`src/rtl/fetch_stage.sv`:
```
// Instruction-fetch stage with IF/ID pipeline register, variable-latency imem handshake,
// a one-entry hold buffer for stalls and a drain state for abandoned in-flight fetches.
module fetch_stage #(
   parameter logic [31:0] RESET_PC  = 32'h0000_0000,
   parameter logic [31:0] NOP_INSTR = 32'hC000_0000
) (
   input  logic        clk,
   input  logic        rst,
   output logic        imem_req,
   output logic [31:0] imem_addr,
   input  logic        imem_ack,
   input  logic [31:0] imem_rdata,
   input  logic        Stall_F,
   input  logic        Jump_D,
   input  logic        Branch_taken_E,
   input  logic [31:0] Branch_target_E,
   output logic [31:0] PC_F,
   output logic [31:0] Instr_D,
   output logic [31:0] PC_plus4_D,
   output logic        Valid_D
);

   typedef enum logic [1:0] {RUN, HOLD, DRAIN} state_t;

   state_t      state;
   state_t      state_next;
   logic [31:0] pc_next;
   logic [31:0] instr_next;
   logic [31:0] pc4_next;
   logic        valid_next;
   logic [31:0] hold_instr;
   logic [31:0] hold_instr_next;
   logic [31:0] hold_pc4;
   logic [31:0] hold_pc4_next;
   logic [31:0] redirect_pc;
   logic [31:0] redirect_pc_next;

   logic        jump_taken;
   logic        redirect;
   logic [31:0] jump_target;
   logic [31:0] target;
   logic [31:0] pc_plus4;

   assign pc_plus4    = PC_F + 32'd4;
   assign jump_taken  = Jump_D & Valid_D;
   assign redirect    = Branch_taken_E | jump_taken;
   assign jump_target = {PC_plus4_D[31:28], Instr_D[25:0], 2'b00};
   assign target      = Branch_taken_E ? Branch_target_E : jump_target;

   // PC_F is never updated while a request is pending, so it doubles as the stable fetch address.
   assign imem_req  = ~rst & (state != HOLD);
   assign imem_addr = PC_F;

   always_comb begin
      state_next       = state;
      pc_next          = PC_F;
      instr_next       = Instr_D;
      pc4_next         = PC_plus4_D;
      valid_next       = Valid_D;
      hold_instr_next  = hold_instr;
      hold_pc4_next    = hold_pc4;
      redirect_pc_next = redirect_pc;
      case (state)
         RUN: begin
            if (redirect) begin
               instr_next = NOP_INSTR;
               valid_next = 1'b0;
               if (imem_ack) begin
                  pc_next = target;
               end else begin
                  redirect_pc_next = target;
                  state_next       = DRAIN;
               end
            end else if (imem_ack) begin
               if (Stall_F) begin
                  hold_instr_next = imem_rdata;
                  hold_pc4_next   = pc_plus4;
                  state_next      = HOLD;
               end else begin
                  instr_next = imem_rdata;
                  pc4_next   = pc_plus4;
                  valid_next = 1'b1;
                  pc_next    = pc_plus4;
               end
            end else if (!Stall_F) begin
               instr_next = NOP_INSTR;
               valid_next = 1'b0;
            end
         end
         HOLD: begin
            if (redirect) begin
               instr_next = NOP_INSTR;
               valid_next = 1'b0;
               pc_next    = target;
               state_next = RUN;
            end else if (!Stall_F) begin
               instr_next = hold_instr;
               pc4_next   = hold_pc4;
               valid_next = 1'b1;
               pc_next    = pc_plus4;
               state_next = RUN;
            end
         end
         DRAIN: begin
            // Decode only ever sees bubbles here, so a jump cannot be active; a late branch wins.
            instr_next = NOP_INSTR;
            valid_next = 1'b0;
            if (Branch_taken_E) redirect_pc_next = Branch_target_E;
            if (imem_ack) begin
               pc_next    = Branch_taken_E ? Branch_target_E : redirect_pc;
               state_next = RUN;
            end
         end
         default: state_next = RUN;
      endcase
   end

   always_ff @(posedge clk) begin
      if (rst) begin
         state       <= RUN;
         PC_F        <= RESET_PC;
         Instr_D     <= NOP_INSTR;
         PC_plus4_D  <= 32'd0;
         Valid_D     <= 1'b0;
         hold_instr  <= 32'd0;
         hold_pc4    <= 32'd0;
         redirect_pc <= 32'd0;
      end else begin
         state       <= state_next;
         PC_F        <= pc_next;
         Instr_D     <= instr_next;
         PC_plus4_D  <= pc4_next;
         Valid_D     <= valid_next;
         hold_instr  <= hold_instr_next;
         hold_pc4    <= hold_pc4_next;
         redirect_pc <= redirect_pc_next;
      end
   end

endmodule

```
`config.mk`:
```
export PLATFORM = sky130hd
export DESIGN_NAME = fetch_stage
export DESIGN_NICKNAME = d
export VERILOG_FILES = /design/src/rtl/fetch_stage.sv
export SDC_FILE = /design/constraint.sdc
export NUM_CORES = 1
export LEC_CHECK = 0
export BUFFER_PORTS_ARGS = -buffer_cell sky130_fd_sc_hd__buf_2
export CORE_ASPECT_RATIO = 0.5
export CORE_MARGIN = 4
export CORE_UTILIZATION = 48
export CTS_BUF_LIST = sky130_fd_sc_hd__clkbuf_8
export DETAILED_ROUTE_END_ITERATION = 6
export PLACE_DENSITY_LB_ADDON = 0.12
export SKIP_LAST_GASP = 1
export SYNTH_ARGS = -nofsm -noshare
export SYNTH_HDL_FRONTEND = slang
export SYNTH_SLANG_ARGS = --single-unit
```
`constraint.sdc`:
```
create_clock -name clk -period 3 [get_ports clk]
set_clock_uncertainty 0.2 [all_clocks]
set_input_delay 0.15 -clock clk [delete_from_list [all_inputs] [get_ports clk]]
set_output_delay 0.15 -clock clk [all_outputs]
set_load 0.03 [all_outputs]
```
After elaboration in Yosys (flattened, before gate mapping)

Index checks and enable logic that the tools add are counted.

Output and inout port bits: 130
Logic and storage cells: 81
Input bits: 70
Register bits: 195

Add/sub/neg operators: 1
Muxes and demuxes: 39
Reduce and logical (&&, ||, !) cells: 11
Equal/unequal tests: 17
Bitwise operators: 5

Operator list:

| operator              | number |
|---|---|
| $mux 32               | 21 |
| $pmux 32 s3           | 2 |
| $pmux 32 s2           | 2 |
| $add 32x3->32 const B | 1 |
| $ne 2x2->1 const B    | 8 |
| $ne 3x3->1 const B    | 5 |
| $mux 2                | 7 |
| $reduce_and 3->1      | 3 |
| $pmux 2 s3            | 1 |
| $reduce_and 6->1      | 1 |
| $mux 1                | 5 |
| $reduce_and 5->1      | 1 |
| $ne 4x4->1 const B    | 1 |
| $reduce_and 4->1      | 1 |
| $reduce_bool 2->1     | 2 |
| $pmux 1 s3            | 1 |
| $reduce_bool 3->1     | 1 |
| $and 1x1->1           | 2 |
| $eq 2x1->1 const B    | 1 |
| $eq 2x2->1 const B    | 1 |
| $logic_not 2->1       | 1 |
| $ne 2x1->1 const B    | 1 |
| $not 1->1             | 2 |
| $reduce_and 2->1      | 1 |
| $or 1x1->1            | 1 |

Longest topological paths before layout

Gate-level depths: netlist of run 1.

Depth after elaboration: 5
Depth in mapped cells: 10

Worst setup path after synthesis of run 1

OpenSTA, ideal clock, no wires.

Path kind: register to register
Start: reg PC_F[15]
End: reg hold_pc4[29]
Clock period less this slack: 2.625 ns
Library setup time: 0.086 ns
Setup slack: 0.375 ns
Buffers on the path: 1
Required time: 2.714 ns
Data arrival time: 2.340 ns
Stages on the path, launching flop included: 7
Cells stage by stage: dfxtp_1 clkbuf_2 nand2_1 or4_4 or4_4 xnor2_2 a211oi_1

Longest elaborated chain between the ends: 1

RTL lines:

| element                | RTL line | text |
|---|---|---|
| from (decl)            | 17       | `output logic [31:0] PC_F,` |
| from (signal assigned) | 130      | `PC_F <= pc_next;` |
| $add 32x3->32          | 44       | `assign pc_plus4 = PC_F + 32'd4;` |
| to (signal assigned)   | 135      | `hold_pc4 <= hold_pc4_next;` |
| to (decl)              | 33       | `logic [31:0] hold_pc4;` |

Every way passes these cells.
A chain may end at the register's enable or synchronous reset.

Final worst setup path of run 1

Start: reg state[1]
End: reg PC_plus4_D[12]

Longest elaborated chain between the ends: 3
Elaborated cells on any way between the ends: 10
Those cells by class: 6 x eq/ne; 1 x mux; 3 x reduce/logical

RTL lines:

| element                                                                 | RTL line | text |
|---|---|---|
| from (decl)                                                             | 25       | `state_t state;` |
| from (signal assigned)                                                  | 129      | `state <= state_next;` |
| $eq 2x1->1 / $logic_not 2->1 (equally long branches)                    | 63       | `case (state)` |
| $ne 2x2->1 (no source line) / $reduce_bool 2->1 (equally long branches) | --       |  |
| $reduce_and 6->1 (no source line)                                       | --       |  |
| to (signal assigned)                                                    | 132      | `PC_plus4_D <= pc4_next;` |
| to (decl)                                                               | 19       | `output logic [31:0] PC_plus4_D,` |

Several ways; a longest one is shown, not always the timed one.

==> qor.csv, run 1 <==
metric;value;unit
antenna_violating_nets_post_route;0;
route.detailed.drc;0;
drt_iter0_markers;968;
postLayoutCoreUtil;60.5;%
nets;1506;
grt_max_degree;106;
cp_cell_sequence;inv_1 -> ha_1 -> mux2i_1 -> or3_1 -> buf_4 -> nand2_1 -> a21oi_1;
layout-area-overhead-vs-synth;21.8;%
run_status;complete, no violations;
final-seq-area;3900;µm²
max_slew.worst_pin.slew;922;ps
number_of_global_route_vias_before_repair;9232;
cts_sinks;195;
synth_enable_flop_cells;0;
grt_antenna_before_repair;0;
wire_per_inst;19.6;µm
critPathArrivalTime;3000;ps
power.density_cell_area;582;nW/µm²
worst-setup-path-type;reg -> reg;
n_fill_cell;1844;
die-area;22900;µm²
clock_tree.root_cell;sky130_fd_sc_hd__clkbuf_8;
power_report.internal_total;0.00442;W
synth.net_count;1321;
die_x;210;µm
synthesis.area;9820;µm²
synth-main-ff-cell;sky130_fd_sc_hd__dfxtp_1;
power.static_leakage;4.75;nW
multiInputGateArea;5150;µm²
design_power_total;0.00695;W
period_share;92.3;%
timing.final.max_slew_violations;0;
critPathTopFamily;simple AND/OR/NAND/NOR gates;
worstHoldPathType;in -> reg;
clk_latency;500;ps
setup_violations;0;
tns;0;ps
initial_utilization;49.6;%
tritoncts;yes;
groute.usage.overall;28.6;%
number_of_synthesized_register_bits;195;
drive_above_1_share;21.6;%
placement.io_buffers;199;
core_area;19800;µm²
vias_per_cell;5.91;
critical_path_s_largest_stage_delay;750;ps
fmax;361;MHz
ctsHtreeMaxLevel;4;
detailedRoute.firstPassIterationCount;5;
period_minus_slack;2770;ps
final_cell_mix;sky130_fd_sc_hd__buf_2 (198), sky130_fd_sc_hd__dfxtp_1 (195), sky130_fd_sc_hd__nand2_1 (170), sky130_fd_sc_hd__a21oi_1 (117), sky130_fd_sc_hd__nor2_1 (112);
n_antenna_cell;0;
final_common_cell;sky130_fd_sc_hd__buf_2;
hold_viol;0;
critical_path_peak_fanout;20;
drt_wl_total;33.5;mm
tritoncts.num_buffers;17;
critical_path_buf_inv_count;2;
total_switching_power;0.00253;W
end_kind;flip-flop;
hpwlAfterDp;23.1;mm
share_seq_of_total_power;43.5;%
critical_path_required;3220;ps
rsz_0062_raised_after_global_routing;false;
worst_setup_path_start_kind;flip-flop;
post_synthesis_mean_instance_area;7.88;µm²
die_height;109;µm
share_of_total_power_in_combinational_logic;29.2;%
post_cts_buffers;0;
synthArstFlopShare;0;%
synth-seq-area-share;39.8;%
slowest_cell_on_the_critical_path;sky130_fd_sc_hd__or3_1;
rows;36;
postSynthCellCount;1246;
yosysWarnings;0;
ctsLongestPathBuffers;2;
irDropWorstVdd;300;µV
slew-limit-headroom;38.5;%
synth_cell_type_count;72;
clkTransAtPathRegs;100;ps
sw_frac_of_total;36.4;%
cap_violations;0;
p_clk_share;27.4;%
grt_pass1_wl;51.7;mm
via_count;10100;
final_global_route_overflow_total;0;
globalplace.congestion;0.877;
boundaryPins;200;
metal layers:
metal  share of wire [%]  vias to the layer above  global-route usage (%)  routed length [µm]
met5                   0                        -                       0                   0
met4                 1.3                        0                    7.54                 432
met3                 7.5                       37                    6.32                2500
met2                  43                      378                    42.7               14300
met1                  49                     4858                    41.9               16300
li1                    -                     4821                       -                   -
worst register-to-register path, cell delays in order (launching register included):
cell	delay, ps
sky130_fd_sc_hd__dfxtp_1	540
sky130_fd_sc_hd__inv_1	140
sky130_fd_sc_hd__ha_1	320
sky130_fd_sc_hd__mux2i_1	270
sky130_fd_sc_hd__or3_1	750
sky130_fd_sc_hd__buf_4	300
sky130_fd_sc_hd__nand2_1	60
sky130_fd_sc_hd__a21oi_1	120
final timing paths:
path / from / end / slack, ps / cells after the start
max: state[1]$_SDFFE_PP0P_ / PC_plus4_D[12]$_SDFFE_PP0P_ / 230 / 7
min: imem_rdata[3] / hold_instr[3]$_SDFFE_PP0P_ / 240 / 4
max reg2reg: state[1]$_SDFFE_PP0P_ / PC_plus4_D[12]$_SDFFE_PP0P_ / 230 / 7
min reg2reg: PC_plus4_D[10]$_SDFFE_PP0P_ / PC_plus4_D[10]$_SDFFE_PP0P_ / 250 / 2
through the flow:
| step | std cells | cell area (µm²) | worst slack, ps | hold slack [ps] |
|---|---|---|---|---|
| 3_5_place_dp | 1609 | 10800 | 200 | 209 |
| 3_3_place_gp | 1609 | 10800 | 289 | 203 |
| 4_1_cts | 1709 | 12000 | 173 | 204 |
| 2_1_floorplan | 1246 | 9820 | 375 | 86.0 |
| 6_report | 1709 | 12000 | 230 | 241 |
| 5_1_grt | 1709 | 12000 | 40.6 | 232 |
power by group through the flow:
stage	clock network [W]	registers, W	logic [W]
2_1_floorplan	0	0.00322	0.00123
4_1_cts	0.00193	0.00302	0.00201
3_3_place_gp	0	0.00307	0.00190
6_report	0.00190	0.00302	0.00203
5_1_grt	0.00203	0.00306	0.00219
3_5_place_dp	0	0.00308	0.00193
sequential cells by signal, indices dropped and copies added, names as in the netlist:
signal,cells
Instr_D,32
PC_F,32
PC_plus4_D,32
Valid_D,1
hold_instr,32
hold_pc4,32
redirect_pc,32
state,2
synth_stat cells, drive strengths merged, types with 5 or more instances:
cell | instances | share of area (%)
a21o | 6 | 0.46
nor3 | 34 | 1.7
a211oi | 60 | 4.6
dfxtp | 195 | 40
xnor2 | 11 | 1.1
o22ai | 34 | 2.2
o41ai | 6 | 0.54
o221ai | 5 | 0.51
o21ai | 45 | 2.3
a31oi | 21 | 1.3
nor4 | 9 | 0.85
clkbuf | 97 | 3.9
inv | 18 | 0.69
o211ai | 8 | 0.61
nand2 | 170 | 6.5
nand3 | 55 | 2.8
a21oi | 118 | 6.0
and3 | 14 | 0.90
mux2i | 12 | 1.2
ha | 5 | 0.64
or3 | 7 | 0.45
nor2 | 113 | 4.3
a22o | 30 | 2.7
xor2 | 8 | 0.71
nand2b | 13 | 0.83
buf | 50 | 3.6
o31ai | 6 | 0.46
mux2 | 10 | 1.1
and4 | 6 | 0.55
a21boi | 5 | 0.38
nand4 | 15 | 1.1
nor2b | 5 | 0.32
area by class of cell:
type                       count  area share, %
multi-input combinational    884           43.0
tap                          266           2.78
sequential                   195           32.7
timing repair buffer         315           17.3
inverter                      18          0.565
clock buffer                  21           2.42
clock inverter                10           1.20
logic make-up after synthesis:
| logic type | Yosys count | share of synthesized area (%) |
|---|---|---|
| compound gates | 384 | 25.6 |
| xor+xnor | 19 | 1.77 |
| fa+ha+maj | 5 | 0.637 |
| buf+inv | 167 | 8.39 |
| flops | 195 | 39.8 |
| mux | 22 | 2.37 |
| simple gates | 454 | 21.4 |
timing repair:
| item | CTS | global route |
|---|---|---|
| hold buffers | 69 | 0 |
| resized for setup | 0 | 1 |
| hold endpoints to repair | 134 | 0 |
| setup endpoints to repair | 0 | 25 |
No activity file was read; power rests on OpenSTA's default activity.
==> run 2, diff against run 1 <==
--- a/config.mk
+++ b/config.mk
@@ -6,9 +6,11 @@
 export NUM_CORES = 1
 export LEC_CHECK = 0
 export BUFFER_PORTS_ARGS = -buffer_cell sky130_fd_sc_hd__buf_2
+export CELL_PAD_IN_SITES_DETAIL_PLACEMENT = 1
+export CELL_PAD_IN_SITES_GLOBAL_PLACEMENT = 2
 export CORE_ASPECT_RATIO = 0.5
 export CORE_MARGIN = 4
-export CORE_UTILIZATION = 48
+export CORE_UTILIZATION = 33
 export CTS_BUF_LIST = sky130_fd_sc_hd__clkbuf_8
 export DETAILED_ROUTE_END_ITERATION = 6
 export PLACE_DENSITY_LB_ADDON = 0.12
==> run 2 against run 1 <==
Sequential share of layout area fell by 0.60 points. Critical path depth did not move. Count of clock-buffer cells in the layout decreased by 2. Global-route usage shrank 5.3 points. Routed wire length increased by 16%. Worst setup slack got worse by 89 ps.
==> qor.csv, run 2 (synthesis gave the netlist of run 1 again) <==
metric;value;unit
run_status;complete, no violations;
multiInputGateArea;5140;µm²
worst-setup-path-type;reg -> reg;
route.detailed.drc;0;
rsz_0062_raised_after_global_routing;false;
slew-limit-headroom;32.9;%
critPathArrivalTime;3080;ps
cap_violations;0;
tritoncts;yes;
power.static_leakage;4.78;nW
wire_per_inst;21.3;µm
clock_tree.root_cell;sky130_fd_sc_hd__clkbuf_8;
max_slew.worst_pin.slew;1000;ps
critical_path_peak_fanout;43;
final-seq-area;3900;µm²
detailedRoute.firstPassIterationCount;5;
irDropWorstVdd;342;µV
critical_path_required;3220;ps
period_share;95.3;%
core_area;29100;µm²
postLayoutSetupSlackWorst;140;ps
initial_utilization;33.7;%
cts_resized;0;
die-area;32700;µm²
period_minus_slack;2860;ps
worst_setup_path_start_kind;flip-flop;
hold_viol;0;
antenna_violating_nets_post_route;0;
number_of_global_route_vias_before_repair;9805;
fmax;350;MHz
placement.io_buffers;199;
final_global_route_overflow_total;0;
nets;1503;
vias_per_cell;5.47;
fin_area;12200;µm²
drive_above_1_share;21.3;%
detailedPlace.worstSlack;236;ps
power.density_cell_area;598;nW/µm²
drt_iter0_markers;614;
die_x;252;µm
tritoncts.num_buffers;17;
via_count;10000;
grt_pass1_wl;59.6;mm
rows;44;
end_kind;flip-flop;
boundaryPins;200;
globalplace.congestion;0.868;
ctsHtreeMaxLevel;4;
cts_sinks;195;
clk_latency;500;ps
layout-area-overhead-vs-synth;24.1;%
tns;0;ps
hpwlAfterDp;26.7;mm
worst_hold_slack;22.9;ps
ctsLongestPathBuffers;2;
groute.usage.overall;23.3;%
die_height;130;µm
n_fill_cell;3536;
grt_max_degree;128;
final_common_cell;sky130_fd_sc_hd__buf_2;
worstHoldPathType;in -> reg;
post_dp_cell_area;11000;µm²
timing.final.max_slew_violations;0;
final_cell_mix;sky130_fd_sc_hd__buf_2 (198), sky130_fd_sc_hd__dfxtp_1 (195), sky130_fd_sc_hd__nand2_1 (170), sky130_fd_sc_hd__a21oi_1 (117), sky130_fd_sc_hd__nor2_1 (112);
postLayoutCoreUtil;41.8;%
drt_wl_total;38.9;mm
setup_violations;0;
clkTransAtPathRegs;100;ps
grt_antenna_before_repair;0;
run 2: cell types whose count changed in the layout (fill, tap and decap cells not counted), moves of 2 or more:
| cell | delta |
|---|---|
| sky130_fd_sc_hd__buf_12 | +3 |
| sky130_fd_sc_hd__buf_4 | -5 |
| sky130_fd_sc_hd__clkinvlp_4 | -2 |
| sky130_fd_sc_hd__clkbuf_8 | -2 |
| sky130_fd_sc_hd__bufinv_16 | +3 |
run 2: worst paths after layout:
path                                                 start                     endpoint  slack, ps  cells past startpoint
worst min register to register  PC_plus4_D[5]$_SDFFE_PP0P_   PC_plus4_D[5]$_SDFFE_PP0P_        250                      2
worst max-delay path                 state[1]$_SDFFE_PP0P_  PC_plus4_D[23]$_SDFFE_PP0P_        140                      7
worst min-delay path                                   rst        PC_F[20]$_SDFFE_PP0P_         20                      3
worst max register to register       state[1]$_SDFFE_PP0P_  PC_plus4_D[23]$_SDFFE_PP0P_        140                      7
run 2: critical path, cell delays in order, from the launching register on:
cell	delay (ps)
sky130_fd_sc_hd__dfxtp_1	530
sky130_fd_sc_hd__inv_1	140
sky130_fd_sc_hd__ha_1	230
sky130_fd_sc_hd__buf_4	300
sky130_fd_sc_hd__nor4b_1	730
sky130_fd_sc_hd__buf_4	260
sky130_fd_sc_hd__nand2_1	150
sky130_fd_sc_hd__o22ai_1	240
run 2: per-stage QoR:
stage	cells	power, W
6_report	1832	0.00729
5_1_grt	1831	0.00765
4_1_cts	1831	0.00733
3_5_place_dp	1732	0.00511
2_1_floorplan	1246	0.00445
3_3_place_gp	1732	0.00506
run 2: routing by layer:
layer,wire length [µm],up-vias,global-route usage (%)
met4,419,0,4.96
met1,19800,4994,34.3
met2,17300,192,36.5
met5,0,-,0
met3,1420,25,3.60
li1,-,4816,-
run 2: layout make-up:
type,instances,area share (%)
tap,391,4.02
timing repair buffer,312,17.1
sequential,195,32.1
clock inverter,12,1.86
inverter,18,0.555
clock buffer,19,2.15
antenna,1,0.0205
multi-input combinational,884,42.2
run 2: what timing repair did:
item | 4_1_cts | 5_1_grt
endpoints found under the hold margin | 121 | 0
buffers inserted | 0 | 0
hold buffers | 68 | 0
run 2: power breakdown:
group          total (W)  internal (W)  switching [W]  leakage, nW
combinational    0.00211      0.000711        0.00140         2.95
sequential       0.00303       0.00281       0.000219         1.59
clock            0.00215       0.00112        0.00103        0.245
total            0.00729       0.00464        0.00264         4.78
